**src/rtl/rob_commit.sv**
```systemverilog
// Reorder buffer: in-order allocate, CDB write-back, in-order retire.
// Optional retire counter port enabled by ROB_COMMIT_COUNTER_EN.
module rob_commit #(
  parameter int ROB_IDX_WIDTH  = 4,
  parameter int INSTR_ID_WIDTH = 6,
  parameter int WORD_WIDTH     = 32
) (
  input  logic                      clk_in,
  input  logic                      rst_in,
  input  logic                      rdy_in,
  input  logic                      issue_to_rob_en_in,
  input  logic [INSTR_ID_WIDTH-1:0] issue_to_rob_instr_id_in,
  input  logic [4:0]                issue_to_rob_rd_in,
  input  logic                      issue_to_rob_is_store_in,
  input  logic                      issue_to_rob_is_branch_in,
  input  logic                      issue_to_rob_pred_jump_in,
  output logic [ROB_IDX_WIDTH-1:0]  rob_tail_pos_out,
  output logic                      rob_full_out,
  input  logic [ROB_IDX_WIDTH-1:0]  query_rs1_pos_in,
  input  logic [ROB_IDX_WIDTH-1:0]  query_rs2_pos_in,
  output logic                      query_rs1_ready_out,
  output logic                      query_rs2_ready_out,
  output logic [WORD_WIDTH-1:0]     query_rs1_res_out,
  output logic [WORD_WIDTH-1:0]     query_rs2_res_out,
  input  logic                      cdb_en_in,
  input  logic [ROB_IDX_WIDTH-1:0]  cdb_rob_pos_in,
  input  logic [WORD_WIDTH-1:0]     cdb_res_in,
  input  logic                      cdb_jump_in,
  input  logic [WORD_WIDTH-1:0]     cdb_target_pc_in,
  output logic                      commit_to_regfile_en_out,
  output logic [INSTR_ID_WIDTH-1:0] commit_to_regfile_instr_id_out,
  output logic [4:0]                commit_to_regfile_rd_out,
  output logic [ROB_IDX_WIDTH-1:0]  commit_to_regfile_rob_pos_out,
  output logic [WORD_WIDTH-1:0]     commit_to_regfile_res_out,
  output logic                      commit_to_lsb_en_out,
  output logic [ROB_IDX_WIDTH-1:0]  commit_to_lsb_rob_pos_out,
  output logic                      clear_branch_out,
  output logic [WORD_WIDTH-1:0]     jump_pc_out
`ifdef ROB_COMMIT_COUNTER_EN
  ,
  output logic [31:0]               retired_cnt_out
`endif
);

  localparam int ROB_SIZE = 2 ** ROB_IDX_WIDTH;

  typedef logic [ROB_IDX_WIDTH-1:0] idx_t;

  logic [ROB_SIZE-1:0]       busy_q;
  logic [ROB_SIZE-1:0]       ready_q;
  logic [ROB_SIZE-1:0]       store_q;
  logic [ROB_SIZE-1:0]       branch_q;
  logic [ROB_SIZE-1:0]       pred_q;
  logic [ROB_SIZE-1:0]       jump_q;
  logic [WORD_WIDTH-1:0]     res_q    [ROB_SIZE];
  logic [WORD_WIDTH-1:0]     target_q [ROB_SIZE];
  logic [4:0]                rd_q     [ROB_SIZE];
  logic [INSTR_ID_WIDTH-1:0] id_q     [ROB_SIZE];

  idx_t head_q;
  idx_t tail_q;
  idx_t count_q;

  logic alloc;
  logic do_commit;
  logic mispredict;
  logic cdb_hit;

  // Slot 0 means "no producer", so pointers wrap past it.
  function automatic idx_t nxt(input idx_t p);
    return (p == idx_t'(ROB_SIZE - 1)) ? idx_t'(1) : p + idx_t'(1);
  endfunction

  // Handshake decode and operand lookup.
  always_comb begin
    rob_full_out        = (count_q == idx_t'(ROB_SIZE - 1));
    rob_tail_pos_out    = tail_q;
    alloc               = issue_to_rob_en_in && !rob_full_out;
    do_commit           = busy_q[head_q] && ready_q[head_q];
    mispredict          = do_commit && branch_q[head_q] &&
                          (jump_q[head_q] != pred_q[head_q]);
    cdb_hit             = cdb_en_in && (cdb_rob_pos_in != '0) &&
                          busy_q[cdb_rob_pos_in];
    query_rs1_ready_out = (query_rs1_pos_in != '0) &&
                          busy_q[query_rs1_pos_in] &&
                          ready_q[query_rs1_pos_in];
    query_rs2_ready_out = (query_rs2_pos_in != '0) &&
                          busy_q[query_rs2_pos_in] &&
                          ready_q[query_rs2_pos_in];
    query_rs1_res_out   = res_q[query_rs1_pos_in];
    query_rs2_res_out   = res_q[query_rs2_pos_in];
  end

  // Entry table, pointers and registered retire outputs.
  always_ff @(posedge clk_in) begin
    if (rst_in) begin
      busy_q                         <= '0;
      ready_q                        <= '0;
      head_q                         <= idx_t'(1);
      tail_q                         <= idx_t'(1);
      count_q                        <= '0;
      commit_to_regfile_en_out       <= 1'b0;
      commit_to_regfile_instr_id_out <= '0;
      commit_to_regfile_rd_out       <= '0;
      commit_to_regfile_rob_pos_out  <= '0;
      commit_to_regfile_res_out      <= '0;
      commit_to_lsb_en_out           <= 1'b0;
      commit_to_lsb_rob_pos_out      <= '0;
      clear_branch_out               <= 1'b0;
      jump_pc_out                    <= '0;
    end else if (rdy_in) begin
      commit_to_regfile_en_out <= do_commit;
      commit_to_lsb_en_out     <= do_commit && store_q[head_q];
      clear_branch_out         <= mispredict;
      if (do_commit) begin
        commit_to_regfile_instr_id_out <= id_q[head_q];
        commit_to_regfile_rd_out       <= rd_q[head_q];
        commit_to_regfile_rob_pos_out  <= head_q;
        commit_to_regfile_res_out      <= res_q[head_q];
        commit_to_lsb_rob_pos_out      <= head_q;
      end
      if (mispredict) begin
        jump_pc_out <= target_q[head_q];
        busy_q      <= '0;
        head_q      <= idx_t'(1);
        tail_q      <= idx_t'(1);
        count_q     <= '0;
      end else begin
        if (cdb_hit) begin
          ready_q[cdb_rob_pos_in]  <= 1'b1;
          res_q[cdb_rob_pos_in]    <= cdb_res_in;
          jump_q[cdb_rob_pos_in]   <= cdb_jump_in;
          target_q[cdb_rob_pos_in] <= cdb_target_pc_in;
        end
        if (alloc) begin
          busy_q[tail_q]   <= 1'b1;
          ready_q[tail_q]  <= issue_to_rob_is_store_in;
          store_q[tail_q]  <= issue_to_rob_is_store_in;
          branch_q[tail_q] <= issue_to_rob_is_branch_in;
          pred_q[tail_q]   <= issue_to_rob_pred_jump_in;
          jump_q[tail_q]   <= 1'b0;
          res_q[tail_q]    <= '0;
          target_q[tail_q] <= '0;
          rd_q[tail_q]     <= issue_to_rob_rd_in;
          id_q[tail_q]     <= issue_to_rob_instr_id_in;
          tail_q           <= nxt(tail_q);
        end
        if (do_commit) begin
          busy_q[head_q] <= 1'b0;
          head_q         <= nxt(head_q);
        end
        if (alloc && !do_commit) begin
          count_q <= count_q + idx_t'(1);
        end else if (!alloc && do_commit) begin
          count_q <= count_q - idx_t'(1);
        end
      end
    end
  end

`ifdef ROB_COMMIT_COUNTER_EN
  // Retired instruction count; survives flushes.
  always_ff @(posedge clk_in) begin
    if (rst_in) begin
      retired_cnt_out <= '0;
    end else if (rdy_in && do_commit) begin
      retired_cnt_out <= retired_cnt_out + 32'd1;
    end
  end
`endif

endmodule

```
**config.mk**
```make
export PLATFORM = sky130hd
export DESIGN_NAME = rob_commit
export DESIGN_NICKNAME = d
export VERILOG_FILES = /design/src/rtl/rob_commit.sv
export SDC_FILE = /design/constraint.sdc
export NUM_CORES = 2
export LEC_CHECK = 0
export CAP_MARGIN = 20
export CORE_ASPECT_RATIO = 1.75
export CORE_UTILIZATION = 40
export DETAILED_ROUTE_END_ITERATION = 12
export SKIP_CTS_REPAIR_TIMING = 1
export SLEW_MARGIN = 20
export SYNTH_ARGS = -nofsm -noshare
export SYNTH_HDL_FRONTEND = slang
export SYNTH_SLANG_ARGS = --single-unit
```
**constraint.sdc**
```tcl
create_clock -name clk_in -period 4.22 [get_ports clk_in]
set_input_delay 0.633 -clock clk_in [delete_from_list [all_inputs] [get_ports clk_in]]
set_output_delay 0.633 -clock clk_in [all_outputs]
set_load 0.005 [all_outputs]
```
# Word-level counts from Yosys, hierarchy flattened
# Memories as Yosys holds them, arrays and structs flattened. A register that Yosys moved wholly into a read port is not among the register bits.
# Index checks and enable logic that the tools add are counted.
dict set report totals {
  reg_bits 115
  latch_bits 0
  ram_bits 1200
  romBits 0
  out_inout_bits 157
  n_memories 4
}
dict set report classes {
  add_sub_neg 4
  mul 0
  div_mod_pow 0
  magnitude_cmp 8
  eq_ne 4
  n_shift 0
  n_mux 68
  bitwise 8
  reduce_logical 33
}
# memory depth word_bits rd rd_clocked_by_memory_dff wr line
set mem_list {}
lappend mem_list {res_q 16 32 3 1 2 55} ;# logic [WORD_WIDTH-1:0] res_q [ROB_SIZE];
lappend mem_list {target_q 16 32 1 1 2 56} ;# logic [WORD_WIDTH-1:0] target_q [ROB_SIZE];
lappend mem_list {id_q 16 6 1 1 1 58} ;# logic [INSTR_ID_WIDTH-1:0] id_q [ROB_SIZE];
lappend mem_list {rd_q 16 5 1 1 1 57} ;# logic [4:0] rd_q [ROB_SIZE];
# operator count
set op_table {}
lappend op_table {{$mux W16} 16}
lappend op_table {{$bwmux W16} 5}
lappend op_table {{$bmux W1 S4} 11}
lappend op_table {{$mux W4} 9}
lappend op_table {{$and A16 B16 Y16} 2}
lappend op_table {{$not A16 Y16} 2}
lappend op_table {{$or A16 B16 Y16} 2}
lappend op_table {{$lt A4 B5 Y1 const B} 5}
lappend op_table {{$mux W1} 24}
lappend op_table {{$logic_and A1 B1 Y1} 16}
lappend op_table {{$add A4 B1 Y4 const B} 3}
lappend op_table {{$demux W1 S4} 3}
lappend op_table {{$eq A4 B4 Y1 const B} 3}
lappend op_table {{$ge A4 B1 Y1 const B} 3}
lappend op_table {{$reduce_and A2 Y1} 6}
lappend op_table {{$reduce_bool A4 Y1} 3}
lappend op_table {{$reduce_and A4 Y1} 1}
lappend op_table {{$reduce_bool A2 Y1} 2}
lappend op_table {{$sub A4 B1 Y4 const B} 1}
lappend op_table {{$logic_not A1 Y1} 3}
lappend op_table {{$reduce_and A3 Y1} 1}
lappend op_table {{$reduce_bool A3 Y1} 1}
lappend op_table {{$not A1 Y1} 2}
lappend op_table {{$ne A1 B1 Y1} 1}

# Longest topological paths before layout
dict set report logic_depth {
  depth_word 12
  mapped_depth 15
  mapped_depth_nobuf 13
}

# Worst setup path after synthesis
# Ideal clock, no wire load.
dict set report synth_path {
  kind {register to register}
  start {reg head_q[0]}
  end {mem id_q[10][0], enable pin}
  setup_time_ns 0.393
  t_arrival_ns 3.356
  required_time_ns 3.827
  slack_ns 0.471
  path_stages_with_launch 11
  cell_sequence {dfxtp_1 buf_2 mux4_2 a22oi_1 nand2_1 xnor2_2 o211ai_2 buf_4 clkbuf_1 buf_2 nor3_1}
}
dict set report synth_via {
  elab_chain_len 9
}
# element line
set synth_rtl {}
lappend synth_rtl {{start, declared} 60} ;# idx_t head_q;
lappend synth_rtl {{start signal, assigned} 99} ;# head_q <= idx_t'(1);
lappend synth_rtl {{start signal, assigned} 125} ;# head_q <= idx_t'(1);
lappend synth_rtl {{start signal, assigned} 150} ;# head_q <= nxt(head_q);
lappend synth_rtl {{$bmux W1 S4} 79} ;# do_commit = busy_q[head_q] && ready_q[head_q];
lappend synth_rtl {{$mux W1 (not written as such)} 79}
lappend synth_rtl {{$logic_and A1 B1 Y1} 79}
lappend synth_rtl {{$logic_and A1 B1 Y1} 80} ;# mispredict = do_commit && branch_q[head_q] &&
lappend synth_rtl {{$logic_and A1 B1 Y1 (*)} 80}
lappend synth_rtl {{$mux W1 (*)} 122} ;# if (mispredict) begin
lappend synth_rtl {{$mux W1 (*)} 111} ;# end else if (rdy_in) begin
lappend synth_rtl {{$mux W1 (*)} 96} ;# if (rst_in) begin
lappend synth_rtl {{$mux W1 (not written as such) (*)} 145} ;# id_q[tail_q] <= issue_to_rob_instr_id_in;
lappend synth_rtl {{end, declared} 58}
# Every way passes the cells marked *; elsewhere a longest branch is shown, timed or not. The select of a mux whose other input is x is not followed.

==> out/metrics.yaml <==
status: "finished, final reports clean"
dpl.cell_count: 8174
synth_edf_count: 240
synth_top_family_by_area: "multiplexers"
hold_violations: 0
hold_path_class: "input pin to register"
muxShareOfSynthArea_pct: 28.0
vias: 53700
cts_made_buffers: 142
max_slew_margin_pct: 20.6
ios: 253
ys_types: 58
grt_overflow: 0
avgSynthCellArea_um2: 11.2
arrival_ns: 4.57
die_y_um: 548
worstPathRequired_ns: 4.87
finClkSkew_ns: 0.0523
grt_max_degree: 100
critPathCapture: "res_q[15][9]$_SDFFE_PP0P_"
numPortBuffers: 252
crit_fanout: 22
finalSetupViolations: 0
setup_tns_ns: 0
clk_latency_ns: 0.81
fillers: 15200
final_max_slew_viol_count: 0
pre_cts_slack_ns: 0.356
start_util_pct: 40.2
cts_root_buf: "clkbuf_16"
fmax_mhz: 255
grt_pass1_wl_mm: 381
yosys_most_used_dff: "dfxtp_1"
cp-end-kind: "register"
drive_above_1_share_pct: 25.8
r2r_end: "res_q[15][9]$_SDFFE_PP0P_"
dp_hpwl_mm: 158
p_leak_nw: 25.3
finalNonFillerCells: 8425
track_usage_pct: 30.2
syn_to_final_growth_pct: 14.6
drt-wirelength-per-cell_um: 31.3
synth_xor_area_share_pct: 0.141
p_total_mw: 27.5
synth-async-reset-ratio_pct: 0
setup_slack_ns: 0.295
avgViaCountPerCell: 6.37
whs_ns: 0.217
crit_type: "register to register"
path_clk_slew_ns: 0.07
cts.sinks: 1390
cp-startpoint: "head_q[0]$_SDFFE_PP1P_"
max-vdd-ir-drop_v: 0.000288
worst_pin_slew_ns: 1.19
core-area_mm2: 0.169
nNetsFinal: 6203
wl_mm: 263
r2r_cells: 9
ys_seq_area_share_pct: 44.4
syn-cell-area_mm2: 0.0681
rows: 200
syn_inst: 6105
postRouteAntennaNets: 0
dieArea_mm2: 0.172
h-tree-depth: 4
antenna_found_initial: 32
synth_nets: 6212
drtIter0Drc: 5867
routabilityCongestion: 0.913
cts_tree: "done"
rsz0062_at_grt: "no"
grt_pass1_vias: 53500
finalCritPeriodShare_pct: 93.0
min_period_ns: 3.93
cap_violations: 0
power_density_mw_per_mm2: 353
cp-start-kind: "register"
ys_seq_elements: 1390
die_w_um: 314
reg2reg_from: "head_q[0]$_SDFFE_PP1P_"
yosysWarnings: 0
drc_errors: 0
synth-compound-area-share_pct: 11.2
cts_max_path_buffers: 4
drtPass1Iterations: 6
r2r_slack_ns: 0.29
synth_simple_gate_area_share_pct: 11.3
synth_fa_ha_area_share_pct: 0.213
==> worst min path at each step <==
stage | endpoint | startpoint | cells after the start
6_report | commit_to_regfile_en_out$_SDFFE_PP0P_ | rst_in | 2
4_1_cts | commit_to_regfile_en_out$_SDFFE_PP0P_ | rst_in | 2
3_5_place_dp | target_q[4][29]$_SDFFE_PP0P_ | target_q[4][29]$_SDFFE_PP0P_ | 2
5_1_grt | jump_pc_out[31]$_SDFFE_PP0P_ | rst_in | 2
2_1_floorplan | target_q[6][0]$_SDFFE_PP0P_ | target_q[6][0]$_SDFFE_PP0P_ | 2
3_3_place_gp | target_q[1][1]$_SDFFE_PP0P_ | target_q[1][1]$_SDFFE_PP0P_ | 2
==> critical path, cell delays in order, from the launching register on <==
cell and delay [ns]:
dfxtp_4 0.36, buf_4 0.33, mux4_1 0.62, mux4_2 0.50, nand3_1 0.17, o211ai_4 0.17, buf_12 0.24, nor2_4 0.91
buf_4 0.39, a21oi_1 0.07
==> per-stage QoR <==
stage	util, %	instance area (um^2)
after global placement	43.4	73500
final	46.1	78000
after floorplan	-	68100
after global routing	46.1	78000
after CTS	46.1	78000
after detailed placement	43.4	73500
==> layout make-up <==
| type | count | area, um^2 | area share (%) |
|---|---|---|---|
| diodes | 8 | 20.0 | 0.0257 |
| clock buffers | 196 | 4050 | 5.19 |
| repair buffers | 487 | 5490 | 7.04 |
| multi-input cells | 4060 | 34900 | 44.8 |
| flip-flops and latches | 1390 | 30200 | 38.8 |
| inverters | 15 | 63.8 | 0.0818 |
| well taps | 2222 | 2780 | 3.56 |
| clock inverters | 47 | 434 | 0.556 |
==> state kept, by name (all words and copies together), names as in the netlist, 5 cells and up <==
| signal | cells |
|---|---|
| commit_to_regfile_rd_out | 5 |
| target_q | 512 |
| store_q | 16 |
| commit_to_regfile_instr_id_out | 6 |
| id_q | 96 |
| commit_to_regfile_res_out | 32 |
| busy_q | 16 |
| jump_pc_out | 32 |
| ready_q | 16 |
| pred_q | 16 |
| jump_q | 16 |
| branch_q | 16 |
| res_q | 512 |
| rd_q | 80 |
==> placed cells by master, fill, tap and decap left out, types with 10 or more instances in the layout <==
master / count
a211oi_1: 27
mux2i_1: 266
mux4_2: 726
buf_12: 97
clkdlybuf4s50_1: 242
ha_1: 10
nor2_4: 15
o21ai_0: 288
a21oi_2: 360
edfxtp_1: 240
clkinv_2: 25
inv_1: 13
a21oi_1: 465
nor3_1: 12
nand3_1: 316
clkbuf_8: 21
dfxtp_1: 1146
clkbuf_16: 146
clkbuf_1: 29
nor2_1: 299
buf_4: 140
nor2b_1: 70
nand2_1: 1097
==> Yosys cell counts (all sizes together), types with 9 or more instances <==
cell | count | area share [%]
a211oi | 27 | 0.30
nor2b | 70 | 0.64
ha | 10 | 0.18
o21ai | 288 | 2.1
nand3 | 319 | 2.3
mux2i | 266 | 3.9
inv | 14 | 0.077
nor2 | 314 | 1.7
nand4 | 9 | 0.083
edfxtp | 240 | 11
clkbuf | 338 | 1.9
nand2 | 1098 | 6.1
dfxtp | 1150 | 34
buf | 302 | 2.8
a21oi | 828 | 8.1
mux4 | 728 | 24
nor3 | 21 | 0.15
==> report_power, final <==
part	internal (mW)	switching, mW	leakage [nW]
clock	7.15	5.57	2.23
combinational	0.423	0.841	11.6
sequential	13.5	0.0290	11.4
==> per-layer routing <==
metal	up-vias	global-route usage, %	part of all wire [%]
li1	22300	-	-
met1	27200	36.6	36
met2	3200	49.8	48
met3	930	6.57	10
met4	44	16.7	5.9
met5	-	0	0.10
==> cells by family after synthesis <==
| family | after synthesis |
|---|---|
| flip-flops | 1390 |
| buffers and inverters | 655 |
| multiplexers | 995 |
| XOR/XNOR | 8 |
| AO/OA/AOI/OAI | 1186 |
| adder cells (fa/ha/maj) | 11 |
| AND/OR/NAND/NOR | 1860 |
Power figures use the tool's default switching activity.
